**src/rtl/frv_wide_writeback.sv**
```systemverilog
// ---------------------------------------------------------------------------
// frv_wide_writeback
//
// Writeback sequencer that sits directly behind the bitwise/rotate unit and
// drives the single GPR write port. A narrow (32-bit) result commits in one
// write. A wide (64-bit) result commits as an even/odd register pair over two
// consecutive cycles. While the high half is still to be written, the
// producer is held off through s_ready.
//
// Parameters:
//   ZERO_SUPPRESS  1 = never assert rf_wen for a write to x0
//
// Ports:
//   g_clk      in   core clock, rising-edge
//   g_resetn   in   asynchronous active-low reset
//   flush      in   discard accepted-but-uncommitted work
//   s_valid    in   producer result valid
//   s_ready    out  block can accept a result this cycle
//   s_wide     in   1 = 64-bit result (two writes), 0 = 32-bit result
//   s_rd       in   destination register
//   s_result   in   result data (narrow uses [31:0])
//   rf_wen     out  GPR write enable
//   rf_addr    out  GPR write address
//   rf_wdata   out  GPR write data
//   hz_busy    out  a write is committing now or next cycle
//   hz_addr    out  odd register of the pending high-half write (WHI only)
// ---------------------------------------------------------------------------
module frv_wide_writeback #(
    parameter bit ZERO_SUPPRESS = 1'b1
) (
    input  logic        g_clk,
    input  logic        g_resetn,
    input  logic        flush,
    input  logic        s_valid,
    output logic        s_ready,
    input  logic        s_wide,
    input  logic [4:0]  s_rd,
    input  logic [63:0] s_result,
    output logic        rf_wen,
    output logic [4:0]  rf_addr,
    output logic [31:0] rf_wdata,
    output logic        hz_busy,
    output logic [4:0]  hz_addr
);

    localparam logic [1:0] ST_EMPTY = 2'd0;
    localparam logic [1:0] ST_WLO   = 2'd1;
    localparam logic [1:0] ST_WHI   = 2'd2;

    logic [1:0]  state;
    logic        held_wide;
    logic [3:0]  held_pair;
    logic [31:0] held_hi;

    logic        accept;
    logic [4:0]  acc_addr;
    logic        acc_wen;

    // Only a held wide op in its low-write cycle blocks the producer: its
    // high half needs the write port next cycle.
    always_comb begin
        s_ready = 1'b1;
        if ((state == ST_WLO) && held_wide) begin
            s_ready = 1'b0;
        end
    end

    // First write of an incoming op. Wide ops land on the even register of
    // the pair, so bit 0 of rd is dropped for them.
    always_comb begin
        accept   = s_valid && s_ready && !flush;
        acc_addr = s_wide ? {s_rd[4:1], 1'b0} : s_rd;
        acc_wen  = !(ZERO_SUPPRESS && (acc_addr == 5'd0));
    end

    // Sequencer. Flush wins over everything: whatever is on the write port
    // this cycle still commits, but nothing further is issued, so a wide
    // op's high half is cancelled if flush arrives during its low write.
    // rf_addr/rf_wdata only change when a new write is issued, so they hold
    // their last value while rf_wen is low.
    always_ff @(posedge g_clk or negedge g_resetn) begin
        if (!g_resetn) begin
            state     <= ST_EMPTY;
            held_wide <= 1'b0;
            held_pair <= 4'd0;
            held_hi   <= 32'd0;
            rf_wen    <= 1'b0;
            rf_addr   <= 5'd0;
            rf_wdata  <= 32'd0;
        end else if (flush) begin
            state  <= ST_EMPTY;
            rf_wen <= 1'b0;
        end else if ((state == ST_WLO) && held_wide) begin
            state    <= ST_WHI;
            rf_wen   <= 1'b1;
            rf_addr  <= {held_pair, 1'b1};
            rf_wdata <= held_hi;
        end else if (accept) begin
            state     <= ST_WLO;
            held_wide <= s_wide;
            held_pair <= s_rd[4:1];
            held_hi   <= s_result[63:32];
            rf_wen    <= acc_wen;
            rf_addr   <= acc_addr;
            rf_wdata  <= s_result[31:0];
        end else begin
            state  <= ST_EMPTY;
            rf_wen <= 1'b0;
        end
    end

    // Hazard view for the issue stage.
    always_comb begin
        hz_busy = (state != ST_EMPTY);
        hz_addr = 5'd0;
        if (state == ST_WHI) begin
            hz_addr = {held_pair, 1'b1};
        end
    end

endmodule
```
**config.mk**
```make
export PLATFORM = sky130hd
export DESIGN_NAME = frv_wide_writeback
export DESIGN_NICKNAME = d
export VERILOG_FILES = /design/src/rtl/frv_wide_writeback.sv
export SDC_FILE = /design/constraint.sdc
export NUM_CORES = 1
export LEC_CHECK = 0
export CAP_MARGIN = 20
export CORE_UTILIZATION = 45
export CTS_CLUSTER_SIZE = 8
export DETAILED_ROUTE_END_ITERATION = 7
export GPL_TIMING_DRIVEN = 0
export HOLD_SLACK_MARGIN = 0.08
export PLACE_DENSITY = 0.79
export RECOVER_POWER = 50
export SYNTH_ARGS = -nofsm -noshare
export SYNTH_HDL_FRONTEND = slang
export SYNTH_SLANG_ARGS = --single-unit
```
**constraint.sdc**
```tcl
create_clock -name g_clk -period 4.12 [get_ports g_clk]
set_input_delay 0.824 -clock g_clk [delete_from_list [all_inputs] [get_ports g_clk]]
set_output_delay 0.824 -clock g_clk [all_outputs]
set_load 0.005 [all_outputs]
```
* Word-level counts from Yosys, hierarchy flattened
Cells that the tools add are included.
** Operators by class
- Equality and inequality tests :: 2
- Bitwise gates (word level) :: 2
- Reductions and logical operators :: 10
- Muxes and demuxes :: 13
** Operator list (number)
- two-way mux 32 bit :: 2
- two-way mux 5 bit :: 3
- two-way mux 1 bit :: 6
- zero test 5 bit :: 1
- two-way mux 2 bit :: 2
- nonzero test 2 bit :: 2
- logical AND 1 bit :: 3
- AND reduction 3 bit :: 1
- equality test 2 x 1 -> 1 bit (second input constant) :: 1
- equality test 2 bit (second input constant) :: 1
- zero test 1 bit :: 2
- inverter 1 bit :: 2
- AND reduction 2 bit :: 1
** Storage, ports and cells
- Word-level logic and storage cells :: 34
- Input bits :: 74
- Flip-flop bits (word level) :: 77

* Depth between registers and ports, before layout
Gate-level depths: netlist of run 1.
- Depth after elaboration :: 8
- Gate-level depth with buffers :: 6
- Depth with buffers taken out :: 4

* Worst setup path before layout of run 1
OpenSTA, ideal clock, no wires.
- Path kind :: in2reg
- Start point :: input flush
- End point :: register held_hi[0]
- Stages :: 5
- Buffers on the path :: 2
- Path slack :: 2084 ps
- Data arrival time :: 1911 ps
- Data required time :: 3995 ps
- Setup time :: 125 ps
- Cells stage by stage :: buf_2 > nand2b_1 > nor2_1 > buf_4 > mux2_2
** Between the ends
- Longest elaborated chain between the ends :: 3
- Elaborated cells between the ends (all ways) :: 4
** Ends and longest elaborated chain
- start, declared :: line 33 : input logic flush,
- zero test 1 bit :: line 71 : accept = s_valid && s_ready && !flush;
- logical AND 1 bit :: line 71
- AND reduction 3 bit (no line) (*)
- end signal, assigned :: line 102 : held_hi <= s_result[63:32];
- end, declared :: line 53 : logic [31:0] held_hi;
Mark *: on every way between the ends. The rest lies on a longest branch, timed or not.
A chain may end at the register's enable or synchronous reset.

* Final worst setup path of run 1
- Start point :: register held_wide
- End point :: output s_ready
** Between the ends
- Longest elaborated chain between the ends :: 2
** Ends and longest elaborated chain
- start, declared :: line 51 : logic held_wide;
- start signal, assigned :: line 100 : held_wide <= s_wide;
- logical AND 1 bit :: line 63 : if ((state == ST_WLO) && held_wide) begin
- two-way mux 1 bit :: line 63
- end, declared :: line 35 : output logic s_ready,
No other way between the ends.

==> results of run 1 <==
==> metrics by stage <==
stage	cells	total power [µW]	area, µm²
after CTS	498	1960	4980
after global placement	482	1450	4800
after global routing	498	2010	4950
after floorplan	266	1170	3500
after detailed placement	483	1460	4820
final	498	1920	4950
==> per-layer routing <==
metal	part of all wire	vias up	track usage	wire length (µm)
met4	0.025	0	0.0981	221
met5	0	-	0	0
li1	-	1270	-	-
met3	0.043	17	0.0328	376
met1	0.45	1341	0.311	3950
met2	0.48	81	0.377	4150
==> cell usage after synthesis, types with 2 or more instances <==
cell type and n:
a21oi_1 2, buf_6 3, buf_4 4, buf_2 2, nor3b_1 36, nor2_1 4
and4b_1 30, a211o_1 32, mux2_1 4, and3_1 2, a221o_1 4, nor2b_1 4
mux2_2 32, and2_1 4, dfrtp_1 77, clkbuf_1 17
==> logic make-up (layout without fill, tap and decap cells) <==
kind of cell | count (synthesis) | after routing | synth area share
simple gates | 85 | 85 | 0.195
mux | 36 | 36 | 0.116
flops | 77 | 77 | 0.550
compound gates | 41 | 41 | 0.0996
buf+inv | 27 | 160 | 0.0403
==> how the worst max path moves through the flow <==
stage | start | endpoint | slack (ns) | cells after the start
global placement | g_resetn | held_hi[7]$_DFFE_PN0P_ | -0.47 | 1
global route | g_resetn | rf_addr[3]$_DFFE_PN0P_ | 0.94 | 2
floorplan | flush | held_hi[0]$_DFFE_PN0P_ | 2.08 | 5
CTS | held_wide$_DFFE_PN0P_ | s_ready | 1.18 | 4
finish | held_wide$_DFFE_PN0P_ | s_ready | 1.20 | 4
detailed placement | s_valid | held_hi[3]$_DFFE_PN0P_ | 1.45 | 5
==> critical path: stages (launching register included) <==
cell             delay (ns)
dfrtp_1                0.38
and3b_1                0.22
inv_2                  0.15
clkbuf_1               0.42
clkdlybuf4s50_1        0.60
==> where the power goes <==
part	internal, µW	total (µW)	switching [µW]
Sequential	891	964	72.3
Clock	231	486	255
Combinational	309	465	156
Total	1430	1920	484
==> registers in the layout (all words and copies together), names as in the netlist <==
signal     count
held_hi       32
held_pair      4
held_wide      1
rf_addr        5
rf_wdata      32
rf_wen         1
state          2
==> area by class of cell <==
type | count | area share
Sequential cell | 77 | 0.389
Multi-Input combinational cell | 162 | 0.290
Timing Repair Buffer | 118 | 0.236
Clock buffer | 13 | 0.0301
Buffer | 26 | 0.0268
Tap cell | 99 | 0.0250
Clock inverter | 2 | 0.00202
Inverter | 1 | 0.000758
==> impl_results.md, run 1 <==
- Fin. Hold Viols: 0
- Final wirelength: 8700 µm
- Drt pass-1 iters: 4
- CTS Buf Count: 9
- Antenna Nets Post-Route: 0
- Min-Delay Startpoint: rf_wdata[14]$_DFFE_PN0P_
- Nets: 469
- Post-synth top area share: 0.550
- Routed vias/inst: 5.44
- Cell Rows: 31
- Clock Path Buffers: 2
- Max-Cap Viols: 0
- Vias in the first global route: 2903
- Final GP Congestion: 0.772
- Most frequent cells in the layout: clkdlybuf4s50_1 (98), dfrtp_1 (77), nor3b_1 (36)
- CP arrival: 2.10 ns
- Post-synth cell types: 25
- LEAKAGE: 0.00223 µW
- Die Y: 90.3 µm
- CTS tree: yes
- Mapped Nets: 340
- Ports: 119
- Hold slack: 0.486 ns
- Overall Global Routing Usage: 0.231
- # DRC: 0
- RSZ-0062 raised after global routing: no
- #FFs+latches synth: 77
- Smallest setup slack after layout: 1.20 ns
- Pre-CTS setup slack: 1.45 ns
- Leading cell types by total area after synthesis: dfrtp_1 (55%), mux2_2 (10%), and4b_1 (8.6%), a211o_1 (8.0%), nor3b_1 (7.7%)
- Skew-Pair Late Insertion Delay: 0.34 ns
- Run status: complete, no violations
- Fraction of layout cells with a size suffix above 1: 0.135
- Path type of the worst setup path: register to primary output
- Sequential standard cell area: 1930 µm²
- Setup Fix Bufs, Post-CTS: 0
- Diodes inserted: 0
- Post-CTS Hold Buffers: 0
- Starting density of the core: 0.473
- Endpoint of the worst hold path: rf_wdata[14]$_DFFE_PN0P_
- Port Buf Inserts: 117
- Multi-input gate area: 1440 µm²
- Critical Path Source Type: register
- Syn Area/Cell: 13.2 µm²
- Global-route wire length before repair: 14900 µm
- Final number of max-transition violations: 0
- Maximum VDD drop: 0.194 mV
- CP Capture Type: primary output
- Filler cell count: 565
- Final Critical Period: 2.92 ns
- Root Buffer: clkbuf_8
- Commonest non-fill, non-tap cell in the layout: clkdlybuf4s50_1
- R2R cell count: 4
- Critical Path RT: 3.30 ns
- CTS H-tree lvls: 3
- Skew final: 0.00460 ns
- Post-synth EDFFs: 0
- Post-Syn Instances: 266
- DR vias: 2709
- CTS sink count: 77
- Core area: 7410 µm²
- Reg-to-reg critical path startpoint: held_wide$_DFFE_PN0P_
- Hold path cells: 1
- Total grt overflow: 0
- DR WL/cell: 17.5 µm
- Die footprint: 8150 µm²
- Period utilization: 0.710
- Antenna violations before repair: 0
- Largest area contributor in the netlist: dfrtp_1
- Cell Pwr Density: 387 nW/µm²
- Largest net degree at the start of global routing: 55
- Worst Path Max Fanout: 10
- Finish-stage setup viols: 0
- Post-synth top flop: dfrtp_1
- Post-DP HPWL: 6250 µm
- Post-synth ARST share: 1.00
- Yosys warns: 0
- Utilization after layout: 0.668
- R2r setup slk: 2.26 ns
- Post-synthesis sequential area ratio: 0.550
- Worst-path clk slew: 0.07 ns
- HP Class: register to register
- Fmax: 342 MHz
- Setup TNS: 0 ns
- Slew @ Worst Pin: 1.33 ns
- RR Endpoint: held_pair[1]$_DFFE_PN0P_
- Post-Syn Area: 3500 µm²
- Area delta synth->final: 41.3%
- Die width: 90.3 µm
- 1st-iter DRT viols: 78
- Rel. slew slack: 0.111
- PostCTS Resize Cnt: 0
Note: power is estimated with default switching activity, not from simulation.
==> run 2: changes to the inputs <==
==> constraint.sdc (replaced) <==
create_clock -name g_clk -period 3.1 [get_ports g_clk]
set_input_delay 0.62 -clock g_clk [delete_from_list [all_inputs] [get_ports g_clk]]
set_output_delay 0.62 -clock g_clk [all_outputs]
set_load 0.005 [all_outputs]
==> run 2 against run 1 <==
  * Sequential share of layout area fell by 0.18 points
  * Design area rose by 0.45%
  * Worst hold slack did not move
  * Die area did not move
  * First-iteration DRC count did not move
  * Power rose by 33%
  * Routed wire length fell by 0.14%
  * Critical path type unchanged
==> impl_results.md, run 2 (synthesized netlist as in run 1, its figures left out) <==
- RSZ-0062 raised after global routing: no
- Antenna violations before repair: 0
- Final GP Congestion: 0.772
- Total grt overflow: 0
- Post-DP Area: 4820 µm²
- Root Buffer: clkbuf_8
- Diodes inserted: 0
- Slew @ Worst Pin: 1.34 ns
- Delay-heaviest family, CP: buffers and inverters
- Rel. slew slack: 0.106
- Drt pass-1 iters: 4
- Critical Path RT: 2.48 ns
- Post-DP HPWL: 6250 µm
- Post-CTS Hold Buffers: 0
- Nets: 469
- Largest regs: held_hi (32), rf_wdata (32), rf_addr (5)
- Finished Layout Cells: 498
- Maximum VDD drop: 0.254 mV
- Skew final: 0.00460 ns
- Routed vias/inst: 5.44
- Dpl cells: 483
- CTS tree: yes
- Utilization after layout: 0.672
- Setup TNS: 0 ns
- Commonest non-fill, non-tap cell in the layout: clkdlybuf4s50_1
- PostCTS Resize Cnt: 0
- Die width: 90.3 µm
- 1st-iter DRT viols: 78
- M3 GR Usage: 0.0328
- Skew-Pair Late Insertion Delay: 0.34 ns
- M1 GR Usage: 0.311
- Largest net degree at the start of global routing: 55
- CTS sink count: 77
- Die footprint: 8150 µm²
- Core area: 7410 µm²
- Run status: complete, no violations
- DR vias: 2707
- Worst-path cell chain: and3b_1 > inv_2 > clkbuf_1 > clkdlybuf4s50_1
- CP Capture Type: primary output
- CP max-delay cell: clkdlybuf4s50_1
- Pre-CTS setup slack: 0.634 ns
- Setup Fix Bufs, Post-CTS: 0
- Area delta synth->final: 41.9%
- Global-route wire length before repair: 14900 µm
- Antenna Nets Post-Route: 0
- Fin. Hold Viols: 0
- Path type of the worst setup path: register to primary output
- Met2 usage: 0.377
- Worst Path Max Fanout: 10
- Overall Global Routing Usage: 0.231
- CP startpoint: held_wide$_DFFE_PN0P_
- CTS H-tree lvls: 3
- Filler cell count: 562
- Max-Cap Viols: 0
- Critical Path Source Type: register
- Cell Pwr Density: 512 nW/µm²
- Final number of max-transition violations: 0
- Buf/Inv on CP: 3
- Worst-path clk slew: 0.07 ns
- LEAKAGE: 0.00223 µW
- Clock Path Buffers: 2
- Finish-stage setup viols: 0
- CTS Buf Count: 9
- Final Critical Period: 2.72 ns
- Most frequent cells in the layout: clkdlybuf4s50_1 (98), dfrtp_1 (77), nor3b_1 (36)
- HP Class: register to register
- Ports: 119
- Design area: 4970 µm²
- Smallest setup slack after layout: 0.379 ns
- Port Buf Inserts: 117
- Cell Rows: 31
- Fraction of layout cells with a size suffix above 1: 0.135
- Period utilization: 0.878
- Min-Delay Startpoint: rf_wdata[14]$_DFFE_PN0P_
- Crit-path max cell delay: 0.60 ns
- Vias in the first global route: 2903
- DR WL/cell: 17.4 µm
- Starting density of the core: 0.473
- Reg-to-reg critical path startpoint: held_wide$_DFFE_PN0P_
- CP arrival: 2.10 ns
- Fmax: 368 MHz
- Final wirelength: 8690 µm
- # DRC: 0
- Gr busiest metal: met2
- Die Y: 90.3 µm
==> run 2: changes by cell type in the layout (fill, tap and decap cells not counted) <==
cell,delta
clkbuf_2,-1
buf_16,+1
==> run 2: cell type report <==
| class | instances | area, µm² | share of cell area |
|---|---|---|---|
| buffer | 26 | 133 | 0.0267 |
| clock buffer | 13 | 149 | 0.0299 |
| timing repair buffer | 118 | 1190 | 0.240 |
| inverter | 1 | 3.75 | 0.000755 |
| multi-input combinational | 162 | 1440 | 0.289 |
| clock inverter | 2 | 10.0 | 0.00201 |
| tap | 99 | 124 | 0.0249 |
| sequential | 77 | 1930 | 0.387 |
==> run 2: where the power goes <==
part	leakage (µW)	internal, µW	switching [µW]
registers	0.000931	1180	96.0
clock network	0.0000833	307	340
logic	0.00122	414	208
==> run 2: metrics by stage <==
stage          total power (µW)  hold slack (ns)
2_1_floorplan              1560            0.324
3_3_place_gp               1920            0.466
3_5_place_dp               1950            0.467
4_1_cts                    2600            0.168
5_1_grt                    2680            0.505
6_report                   2550            0.486
==> run 2: worst register-to-register path: cells and delay by family (launching register included) <==
family / cells / cell delay [ns]
buf+inv: 1 / 0.49
flops: 1 / 0.38
mux: 1 / 0.39
simple gates: 2 / 0.49
==> run 2: path summary, 6_finish.rpt <==
kind	end	slack, ns	cells past startpoint
max	s_ready	0.38	4
min	rf_wdata[14]$_DFFE_PN0P_	0.49	1
max reg2reg	held_pair[1]$_DFFE_PN0P_	1.24	4
min reg2reg	rf_wdata[14]$_DFFE_PN0P_	0.49	1
max in group asynchronous	rf_wdata[11]$_DFFE_PN0P_	1.65	2
min in group asynchronous	rf_wdata[22]$_DFFE_PN0P_	0.56	1
==> run 2: routing by layer <==
| metal | vias up | part of all wire |
|---|---|---|
| met5 | - | 0 |
| met4 | 0 | 0.025 |
| met3 | 17 | 0.043 |
| met2 | 81 | 0.48 |
| met1 | 1339 | 0.45 |
| li1 | 1270 | - |
